### config.mk
export PLATFORM = sky130hd
export DESIGN_NAME = pipe_ctrl_sched
export DESIGN_NICKNAME = d
export VERILOG_FILES = /design/src/rtl/pipe_ctrl_pkg.sv /design/src/rtl/sat_counter.sv /design/src/rtl/pipe_ctrl_sched.sv
export SDC_FILE = /design/constraint.sdc
export NUM_CORES = 1
export LEC_CHECK = 0
export ABC_AREA = 0
export CORE_AREA = 3 3 70 72
export DETAILED_ROUTE_END_ITERATION = 10
export DIE_AREA = 0 0 73 75
export GPL_TIMING_DRIVEN = 0
export PLACE_DENSITY = 0.83
export REMOVE_ABC_BUFFERS = 1
export SLEW_MARGIN = 15
export SYNTH_ARGS = -nofsm -noshare
export SYNTH_HDL_FRONTEND = slang
export SYNTH_HIERARCHICAL = 1
export SYNTH_SLANG_ARGS = --single-unit
export TNS_END_PERCENT = 1
### constraint.sdc
create_clock -name clk -period 8 [get_ports clk]
set_clock_uncertainty 0.1 [all_clocks]
set_input_delay 1.6 -clock clk [delete_from_list [all_inputs] [get_ports clk]]
set_output_delay 1.6 -clock clk [all_outputs]
set_load 0.02 [all_outputs]
### src/rtl/pipe_ctrl_pkg.sv
// Shared encodings for the pipeline sequencer: FSM states, PC-source codes,
// stage bit positions and the stall/flush vectors for each hazard class.
package pipe_ctrl_pkg;

  localparam int unsigned NUM_STG = 5;

  localparam int unsigned STG_PC   = 0;
  localparam int unsigned STG_IFID = 1;
  localparam int unsigned STG_IDEX = 2;
  localparam int unsigned STG_EXMEM = 3;
  localparam int unsigned STG_MEMWB = 4;

  typedef enum logic [1:0] {
    RUN      = 2'd0,
    MEM_WAIT = 2'd1,
    EXC      = 2'd2
  } state_t;

  typedef enum logic [1:0] {
    PC_SEQ = 2'd0,
    PC_BR  = 2'd1,
    PC_JMP = 2'd2,
    PC_EXC = 2'd3
  } pc_sel_t;

  localparam logic [NUM_STG-1:0] VEC_NONE    = '0;
  localparam logic [NUM_STG-1:0] FLUSH_RESET = '1;
  localparam logic [NUM_STG-1:0] STALL_LU    = NUM_STG'((1 << STG_PC) | (1 << STG_IFID));
  localparam logic [NUM_STG-1:0] FLUSH_LU    = NUM_STG'(1 << STG_IDEX);
  localparam logic [NUM_STG-1:0] FLUSH_JMP   = NUM_STG'(1 << STG_IFID);
  localparam logic [NUM_STG-1:0] FLUSH_BR    = NUM_STG'((1 << STG_IFID) | (1 << STG_IDEX));
  localparam logic [NUM_STG-1:0] FLUSH_EXC   = NUM_STG'((1 << STG_IFID) | (1 << STG_IDEX) | (1 << STG_EXMEM));
  localparam logic [NUM_STG-1:0] STALL_MEM   = NUM_STG'((1 << STG_PC) | (1 << STG_IFID) | (1 << STG_IDEX) | (1 << STG_EXMEM));
  localparam logic [NUM_STG-1:0] FLUSH_MEM   = NUM_STG'(1 << STG_MEMWB);

  typedef struct packed {
    logic [NUM_STG-1:0] stall;
    logic [NUM_STG-1:0] flush;
    pc_sel_t            pc_sel;
    state_t             nxt;
  } decode_t;

  // Priority merge of hazard requests as seen from the RUN state.
  function automatic decode_t run_decode(input logic exc, input logic dmem_stall,
                                         input logic br, input logic jmp, input logic lu);
    decode_t d;
    d.stall  = VEC_NONE;
    d.flush  = VEC_NONE;
    d.pc_sel = PC_SEQ;
    d.nxt    = RUN;
    if (exc) begin
      d.flush  = FLUSH_EXC;
      d.pc_sel = PC_EXC;
      d.nxt    = EXC;
    end else if (dmem_stall) begin
      d.stall = STALL_MEM;
      d.flush = FLUSH_MEM;
      d.nxt   = MEM_WAIT;
    end else if (br) begin
      d.flush  = FLUSH_BR;
      d.pc_sel = PC_BR;
    end else if (jmp) begin
      d.flush  = FLUSH_JMP;
      d.pc_sel = PC_JMP;
    end else if (lu) begin
      d.stall = STALL_LU;
      d.flush = FLUSH_LU;
    end
    return d;
  endfunction

endpackage

### src/rtl/sat_counter.sv
// Up-counter with enable and synchronous clear that sticks at all-ones.
module sat_counter #(
  parameter int unsigned W = 32
) (
  input  logic         clk,
  input  logic         clear,
  input  logic         en,
  output logic [W-1:0] count
);

  always_ff @(posedge clk) begin
    if (clear) begin
      count <= '0;
    end else if (en && (count != '1)) begin
      count <= count + W'(1);
    end
  end

endmodule

### src/rtl/pipe_ctrl_sched.sv
// Pipeline sequencer: merges hazard requests into per-stage stall/flush and
// PC-source select, sequences data-memory waits with a timeout trap.
module pipe_ctrl_sched
  import pipe_ctrl_pkg::*;
#(
  parameter int unsigned MEM_TIMEOUT = 64,
  parameter int unsigned CNT_W       = 32
) (
  input  logic             clk,
  input  logic             reset,
  input  logic             load_use,
  input  logic             jump_id,
  input  logic             branch_taken_ex,
  input  logic             exc_ex,
  input  logic             dmem_req,
  input  logic             dmem_ready,
  output logic [4:0]       stall,
  output logic [4:0]       flush,
  output logic [1:0]       pc_sel,
  output logic             mem_timeout,
  output logic [CNT_W-1:0] stall_cnt
);

  localparam int unsigned WAIT_W = $clog2(MEM_TIMEOUT + 1);

  state_t            state;
  state_t            state_nxt;
  logic [WAIT_W-1:0] wait_cnt;
  logic [WAIT_W-1:0] wait_nxt;
  decode_t           dec;
  logic              exc_eff;

  // The cycle after a trap masks exc_ex so the same instruction cannot re-trap.
  assign exc_eff = exc_ex && (state != EXC);

  always_comb begin
    dec         = run_decode(exc_eff, dmem_req && !dmem_ready, branch_taken_ex, jump_id, load_use);
    stall       = dec.stall;
    flush       = dec.flush;
    pc_sel      = dec.pc_sel;
    mem_timeout = 1'b0;
    state_nxt   = dec.nxt;
    wait_nxt    = (dec.nxt == MEM_WAIT) ? WAIT_W'(1) : '0;
    unique case (state)
      RUN, EXC: ;
      MEM_WAIT: begin
        // wait_cnt counts completed wait cycles; this one is number wait_cnt+1.
        if (!dmem_ready) begin
          if (wait_cnt == WAIT_W'(MEM_TIMEOUT - 1)) begin
            stall       = VEC_NONE;
            flush       = FLUSH_EXC;
            pc_sel      = PC_EXC;
            mem_timeout = 1'b1;
            state_nxt   = EXC;
            wait_nxt    = '0;
          end else begin
            stall     = STALL_MEM;
            flush     = FLUSH_MEM;
            pc_sel    = PC_SEQ;
            state_nxt = MEM_WAIT;
            wait_nxt  = wait_cnt + WAIT_W'(1);
          end
        end
      end
      default: begin
        state_nxt = RUN;
        wait_nxt  = '0;
      end
    endcase
    if (reset) begin
      stall       = VEC_NONE;
      flush       = FLUSH_RESET;
      pc_sel      = PC_SEQ;
      mem_timeout = 1'b0;
      state_nxt   = RUN;
      wait_nxt    = '0;
    end
  end

  always_ff @(posedge clk) begin
    if (reset) begin
      state    <= RUN;
      wait_cnt <= '0;
    end else begin
      state    <= state_nxt;
      wait_cnt <= wait_nxt;
    end
  end

  sat_counter #(.W(CNT_W)) u_stall_cnt (
    .clk  (clk),
    .clear(reset),
    .en   (stall[STG_PC]),
    .count(stall_cnt)
  );

endmodule

Word level (Yosys, flattened, before mapping)
Index checks and enable logic that the tools add are counted.
{"block": "word_totals", "ff_bits": 41, "in_bits": 8, "output_inout_bits": 45, "word_cells": 55}
{"block": "op_classes", "addsub": 2, "n_eq_ne": 6, "mux": 38, "n_reduce_logical": 6}
{"op": "2-to-1 mux 5 bit", "n": 11}
{"op": "2-to-1 mux 10 bit", "n": 5}
{"op": "adder 32 x 1 -> 32 bit (second input constant)", "n": 1}
{"op": "!= test 32 bit (second input constant)", "n": 1}
{"op": "2-to-1 mux 7 bit", "n": 4}
{"op": "2-to-1 mux 2 bit", "n": 8}
{"op": "case mux 7 bit (2 select lines)", "n": 1}
{"op": "2-to-1 mux 9 bit", "n": 1}
{"op": "adder 7 x 1 -> 7 bit (second input constant)", "n": 1}
{"op": "== test 7 x 6 -> 1 bit (second input constant)", "n": 1}
{"op": "2-to-1 mux 1 bit", "n": 6}
{"op": "== test 2 x 1 -> 1 bit (second input constant)", "n": 2}
{"op": "2-to-1 mux 4 bit", "n": 1}
{"op": "case mux 2 bit (2 select lines)", "n": 1}
{"op": "logical AND 1 bit", "n": 3}
{"op": "== test 2 bit (second input constant)", "n": 1}
{"op": "logical NOT 2 bit", "n": 1}
{"op": "!= test 2 bit (second input constant)", "n": 1}
{"op": "OR reduction 2 bit", "n": 1}
{"op": "logical NOT 1 bit", "n": 1}

Depth between registers and ports, before layout
Gate-level depths: netlist of the first run.
{"block": "logic_depth", "ltp_word": 13, "depth_mapped": 10}

Modules after synthesis
Netlist of the first run, hierarchy kept.
{"module": "sat_counter", "instances": 1, "cells_per_inst": 199, "area_per_inst_um2": 1674.1}
{"module": "pipe_ctrl_sched", "instances": 1, "cells_per_inst": 77, "area_per_inst_um2": 630.6}

Worst setup path before layout of the first run
No wires, ideal clock.
{"block": "synth_timing", "kind": "input-to-output", "startpoint": "input dmem_ready", "endpoint": "output stall[1]", "arrival_ps": 2968, "required_time_ps": 6300, "slack_ps": 3332, "stages": 5, "n_path_buf": 1, "path_cell_list": "nand2b_1 a22o_1 o21ai_1 nor3b_2 buf_4"}
{"block": "synth_via", "elab_chain_len": 7}
{"item": "start: declaration", "line_no": "pipe_ctrl_sched.sv:16", "text": "input logic dmem_ready,"}
{"item": "logical NOT 1 bit"}
{"item": "logical AND 1 bit", "line_no": "pipe_ctrl_sched.sv:37", "text": "dec = run_decode(exc_eff, dmem_req && !dmem_ready, branch_taken_ex, jump_id, load_use);"}
{"item": "2-to-1 mux 10 bit", "line_no": "pipe_ctrl_pkg.sv:55", "text": "end else if (dmem_stall) begin"}
{"item": "2-to-1 mux 5 bit", "line_no": "pipe_ctrl_pkg.sv:51", "text": "if (exc) begin"}
{"item": "2-to-1 mux 5 bit", "line_no": "pipe_ctrl_sched.sv:48", "text": "if (!dmem_ready) begin"}
{"item": "2-to-1 mux 5 bit (*)", "line_no": "pipe_ctrl_sched.sv:44", "text": "unique case (state)"}
{"item": "2-to-1 mux 5 bit (*)", "line_no": "pipe_ctrl_sched.sv:70", "text": "if (reset) begin"}
{"item": "end: declaration", "line_no": "pipe_ctrl_sched.sv:17", "text": "output logic [4:0] stall,"}
Every way passes the cells marked *; elsewhere a longest branch is shown, timed or not.

Final worst setup path of the first run
Same ends and word-level chain as after synthesis.

==> impl_metrics.toml, run 1 <==
[synthesis]
yosys_register_bits = 41
synth.top_cells.by_area = "dfxtp_1, a21oi_1, o31ai_1"
synth-edff-count = 0
average_instance_area_after_synthesis_um2 = 8.35
ys_warn_count = 6
synth.lib_cells_used.distinct = 54
synthMostInstantiatedCell = "dfxtp_1"
netlist_area_um2 = 2300
synth_largest_area_cell = "dfxtp_1"
yosys-top-cells-count = "dfxtp_1, a21oi_1, nor2_1"
synth_seq_area_share = 0.356
syn_inst_count = 276
yosys.area.top_type_share = 0.356
ys_async_sr_fraction = 0
ys.flop_type = "dfxtp_1"

[placement]
placed_area_um2 = 2840
place.detailed.hpwl_um = 3880
placedCellCount = 366
dp_worst_setup_slack_ns = 2.24
routabilityCongestion = 0.799
port_buffers = 51

[job]
drv_cap = 0

[sta]
timing.final.hold_violations = 0
worst_case_setup_margin_in_the_final_layout_ns = 2.23
final.hold.worst_slack_ns = 0.345
post-route-min-period_ns = 5.77
finalCritPeriodShare = 0.721
fmax_ghz = 0.173
grt_setup_unrepaired = "false"
timing_worst_slew_pin_value_ns = 0.659
timing_max_transition_violations_final = 0
final.setup.tns_ns = 0
max-slew-margin-rel = 0.557
setup_violations = 0

[setup_path]
crit_fanout = 6
worst_setup_path_end_kind = "output port"
crit_path_frequent_cell = "clkdlybuf4s50_1"
path_delay_family = "buffers and inverters"
depth_of_the_worst_register_to_register_path = 10
path_class = "primary input to output port"
crit_chain = "clkdlybuf4s50_1 > nand2b_1 > a22o_1 > o21ai_1 > nor3b_2 > clkdlybuf4s50_1"
critical_path_buf_inv_count = 2
timing.reg2reg.setup_slack_ns = 4.18
worst_path_max_delay_cell = "clkdlybuf4s50_1"
largest_incremental_delay_on_the_critical_path_ns = 0.71
worst_ep_arrival_time_ns = 4.07
worstPathRequired_ns = 6.30
worstReg2RegStart = "wait_cnt[0]$_SDFF_PP0_"
critical_path_depth = 6
regToRegEndpoint = "u_stall_cnt/count[31]$_SDFFE_PP0P_"
setup.worst_path.start_class = "primary input"

[route]
dr.pass1.iters = 4
drt-wirelength-per-cell_um = 14.5
remaining_drc_errors = 0
via_count = 2243
detailedRoute.firstIterationViolations = 161
routed_via_density = 6.01
finalWirelength_um = 5410
postRouteAntennaNets = 0

[clock_network]
post-cts-setup-buffers = 0
clock_latency_ns = 0.29
cts.htree.levels = 2
clkSlewWorstSetupHoldPaths_ns = 0.07
numClockSinks = 41
clock_tree_root = "clkbuf_8"
clock_path_buffers = 2
clock_tree_from_tritoncts = "yes"
cts-buffers-inserted = 5
post_cts_resize_count = 0
holdBufCountCts = 0

[layout]
syn_to_final_growth_pct = 26.9
n_fill_cell = 360
design_area_um2 = 2930
proportion_of_layout_cells_with_a_drive_suffix_above_1 = 0.0872
instances_no_fill = 373
diodes = 0
layout.nets = 331

[floorplan]
die_w_um = 73
floorplan.initialDensity = 0.529
dieArea_um2 = 5480
die_height_um = 75
std_cell_rows = 24
boundaryPins = 53
area_of_the_core_region_um2 = 4350

[hold_path]
hold_path.startpoint = "wait_cnt[6]$_SDFF_PP0_"
worst_hold_path.endpoint = "wait_cnt[6]$_SDFF_PP0_"
worst_hold_path.num_cells = 1
hold_class = "flip-flop to flip-flop"

[grt]
gr-max-usage-layer = "met2"
first_global_vias = 2002
track_usage = 0.204
number_of_antenna_violations_at_the_first_check_in_global_routing = 0
grt_use_met2 = 0.354
use_met1 = 0.245
largest_net_degree_at_the_start_of_global_routing = 30
grtUsageMet3 = 0.0521
remaining_global_route_overflow = 0
grt_pass1_wl_um = 8860

[power_and_ir_drop]
static-leakage-power_nw = 0.901
max_vdd_drop_v = 0.0000960
power_density_nw_per_um2 = 129

[run_status]
outcome = "finished, final reports clean"
[metrics by stage]
| stage | util | power (mW) |
|---|---|---|
| global placement | 0.641 | 0.247 |
| detailed placement | 0.652 | 0.249 |
| finish | 0.672 | 0.379 |
| floorplan | - | 0.229 |
| global route | 0.672 | 0.395 |
| CTS | 0.672 | 0.384 |
[worst register-to-register path: stages, from the launching register on]
cell     delay, ns
dfxtp_1       0.34
ha_1          0.24
nand4_1       0.22
o21ai_2       0.14
o21ai_1       0.17
nor3b_2       0.51
nand4_1       0.48
nor4_2        0.66
nand4_1       0.16
nor4_1        0.32
mux2_2        0.38
[final cells by class]
| type | instances | area, µm² | share of cell area |
|---|---|---|---|
| Timing Repair Buffer | 55 | 553 | 0.189 |
| Clock buffer | 7 | 86.3 | 0.0295 |
| Sequential cell | 41 | 821 | 0.281 |
| Multi-Input combinational cell | 213 | 1380 | 0.472 |
| Inverter | 5 | 18.8 | 0.00642 |
| Tap cell | 52 | 65.1 | 0.0222 |
[power breakdown]
part | internal, mW | leakage, nW | total [mW] | switching (mW)
sequential | 0.205 | 0.331 | 0.207 | 0.00199
combinational | 0.0174 | 0.526 | 0.0370 | 0.0196
clock | 0.0684 | 0.0443 | 0.135 | 0.0662
[flip-flops by register name, summed over array words and instances, names as in the netlist]
signal             count
state                  2
u_stall_cnt/count     32
wait_cnt               7
[per-layer routing]
metal / vias to the layer above / wire length (µm)
li1: 1126 / -
met1: 1043 / 2390
met2: 63 / 2630
met3: 11 / 281
met4: 0 / 108
met5: - / 0
[cell families (layout without fill, tap and decap cells)]
kind of cell / count (synthesis) / count (layout) / synth area share
and+or+nand+nor: 131 / 131 / 0.337
AOI/OAI and AO/OA: 65 / 65 / 0.192
DFF: 41 / 41 / 0.356
buffers and inverters: 22 / 67 / 0.0472
xor gates and xnor gates: 11 / 11 / 0.0418
muxes: 3 / 3 / 0.0141
adders and majority gates: 2 / 2 / 0.0109
other: 1 / 1 / 0.00163
[cell usage in the layout, fill, tap and decap left out, drive strengths merged, types with 3 or more instances in the layout]
cell / n
clkdlybuf4s50: 50
dfxtp: 41
a21oi: 26
nor2: 24
nand3: 17
nand2: 14
o31ai: 13
or4: 12
or3: 12
nand4: 11
o21ai: 10
xnor2: 8
nand2b: 8
nor3: 7
clkbuf: 7
inv: 5
nor4: 5
buf: 5
and4: 4
and3: 4
nor3b: 4
xor2: 3
nor2b: 3
[worst max-delay path by stage]
stage / slack [ns] / start / end
2_1_floorplan: 3.29 / dmem_ready / u_stall_cnt/count[31]$_SDFFE_PP0P_
3_3_place_gp: 1.84 / reset / stall[0]
3_5_place_dp: 2.24 / dmem_ready / stall[1]
4_1_cts: 2.24 / dmem_ready / stall[1]
5_1_grt: 2.09 / dmem_ready / stall[0]
6_report: 2.23 / dmem_ready / stall[1]
Note: power is estimated with default switching activity, not from simulation.
==> run 2: changes to the inputs <==
Settings changed: CORE_AREA 3 3 70 72 to 3 3 72 74, DIE_AREA 0 0 73 75 to 0 0 75 77, PLACE_DENSITY 0.83 to 0.79.
Clock period 8 ns to 5.35 ns, I/O delays scaled along.
==> run 2 against run 1 <==
Flip-flop and latch count stayed put; hold slack gained 0.0054 ns; die area up 5.5%; register-to-register slack worse by 2.6 ns; via count down 1.0%; sequential share of layout area fell by 0.12 points; largest power group unchanged.
==> impl_metrics.toml, run 2 (same netlist as run 1, synthesis figures left out) <==
[clock_network]
clock_tree_root = "clkbuf_8"
holdBufCountCts = 0
cts.htree.levels = 2
post_cts_resize_count = 0
clock_tree_from_tritoncts = "yes"
numClockSinks = 41
clkSlewWorstSetupHoldPaths_ns = 0.08
clock_latency_ns = 0.29
clock_path_buffers = 2
cts-buffers-inserted = 5
post-cts-setup-buffers = 0

[sta]
timing_max_transition_violations_final = 0
post-route-min-period_ns = 4.67
fmax_ghz = 0.214
finalCritPeriodShare = 0.873
final.setup.tns_ns = 0
max-slew-margin-rel = 0.466
timing_worst_slew_pin_value_ns = 0.795
worst_case_setup_margin_in_the_final_layout_ns = 0.677
timing.final.hold_violations = 0
setup_violations = 0
grt_setup_unrepaired = "false"

[grt]
largest_net_degree_at_the_start_of_global_routing = 31
first_global_vias = 1984
grt_pass1_wl_um = 8950
remaining_global_route_overflow = 0
track_usage = 0.191
number_of_antenna_violations_at_the_first_check_in_global_routing = 0

[layout]
n_fill_cell = 399
seq_area_um2 = 821
syn_to_final_growth_pct = 27.5
layout.nets = 330
layout_common_cells = "clkdlybuf4s50_1, dfxtp_1, a21oi_1, nor2_1, nand3_1"
largest_reg_flops = 32
instances_no_fill = 375
diodes = 0
top_register = "u_stall_cnt/count"
layout.cells.most_common = "clkdlybuf4s50_1"
proportion_of_layout_cells_with_a_drive_suffix_above_1 = 0.0903
biggestRegsByFlops = "u_stall_cnt/count x32, wait_cnt x7, state x2"
multi_input_area_um2 = 1380

[setup_path]
path_delay_family = "simple AND/OR/NAND/NOR gates"
crit_fanout = 10
worstPathRequired_ns = 5.44
worst_path_max_delay_cell = "nor4_2"
worst_ep_arrival_time_ns = 4.76
largest_incremental_delay_on_the_critical_path_ns = 0.64
crit_path_frequent_cell = "nand4_1"
critical_path_buf_inv_count = 1
crit_chain = "clkdlybuf4s50_1 > nand2b_1 > a22o_1 > o21ai_1 > nor3b_2 > nand4_1 > nor4_2 > nand4_1 > nor4_1 > mux2_2"
worst_setup_path_end_kind = "flip-flop"
path_class = "primary input to flip-flop"
setup.worst_path.start_class = "primary input"

[floorplan]
boundaryPins = 53
dieArea_um2 = 5780
die_w_um = 75
area_of_the_core_region_um2 = 4660
floorplan.initialDensity = 0.494
die_height_um = 77
std_cell_rows = 25

[route]
routed_via_density = 5.92
via_count = 2220
dr.pass1.iters = 4
finalWirelength_um = 5390
drt-wirelength-per-cell_um = 14.4
postRouteAntennaNets = 0
detailedRoute.firstIterationViolations = 181
remaining_drc_errors = 0

[placement]
place.detailed.hpwl_um = 3920
routabilityCongestion = 0.780
placedCellCount = 367
dp_worst_setup_slack_ns = 0.406
port_buffers = 51

[power_and_ir_drop]
totalPowerFinal_uw = 586
static-leakage-power_nw = 0.906
power_density_nw_per_um2 = 200
max_vdd_drop_v = 0.000110

[run_status]
outcome = "finished, final reports clean"

[job]
drv_cap = 0

[hold_path]
hold_class = "flip-flop to flip-flop"
[run 2: changes by cell type in the layout (fill, tap and decap cells not counted)]
cell      before  now
clkbuf_1       1    0
clkbuf_8       6    7
buf_2          2    1
clkinv_2       0    1
[run 2: path summary, 6_finish.rpt]
check	startpoint	endpoint	slack [ns]	depth (start not counted)
setup / recovery	dmem_ready	u_stall_cnt/count[31]$_SDFFE_PP0P_	0.68	10
hold / removal	wait_cnt[6]$_SDFF_PP0_	wait_cnt[6]$_SDFF_PP0_	0.35	1
setup reg to reg	wait_cnt[0]$_SDFF_PP0_	u_stall_cnt/count[31]$_SDFFE_PP0P_	1.59	10
hold reg to reg	wait_cnt[6]$_SDFF_PP0_	wait_cnt[6]$_SDFF_PP0_	0.35	1
[run 2: through the flow]
step / hold WS, ns / instance area, µm² / util
after floorplan: 0.325 / 2210 / -
after global placement: 0.329 / 2790 / 0.599
after detailed placement: 0.340 / 2840 / 0.609
after CTS: 0.352 / 2940 / 0.630
after global routing: 0.358 / 2940 / 0.630
final: 0.350 / 2940 / 0.630
[run 2: layout make-up]
| cell class | count | share of cell area |
|---|---|---|
| clock buffers | 7 | 0.0328 |
| clock inverters | 1 | 0.00170 |
| inverters | 5 | 0.00639 |
| multi-input cells | 213 | 0.470 |
| flip-flops and latches | 41 | 0.279 |
| well taps | 54 | 0.0230 |
| repair buffers | 54 | 0.187 |
[run 2: layer usage]
metal / track usage / vias up / wire length [µm]
met5: 0 / - / 0
met4: 0.0463 / 0 / 33
li1: - / 1121 / -
met1: 0.246 / 1035 / 2420
met3: 0.0433 / 4 / 245
met2: 0.318 / 60 / 2690
[run 2: report_power, final]
part	leakage, nW	switching, mW	internal (mW)
clock	0.0542	0.105	0.117
combinational	0.521	0.0288	0.0260
sequential	0.331	0.00301	0.307
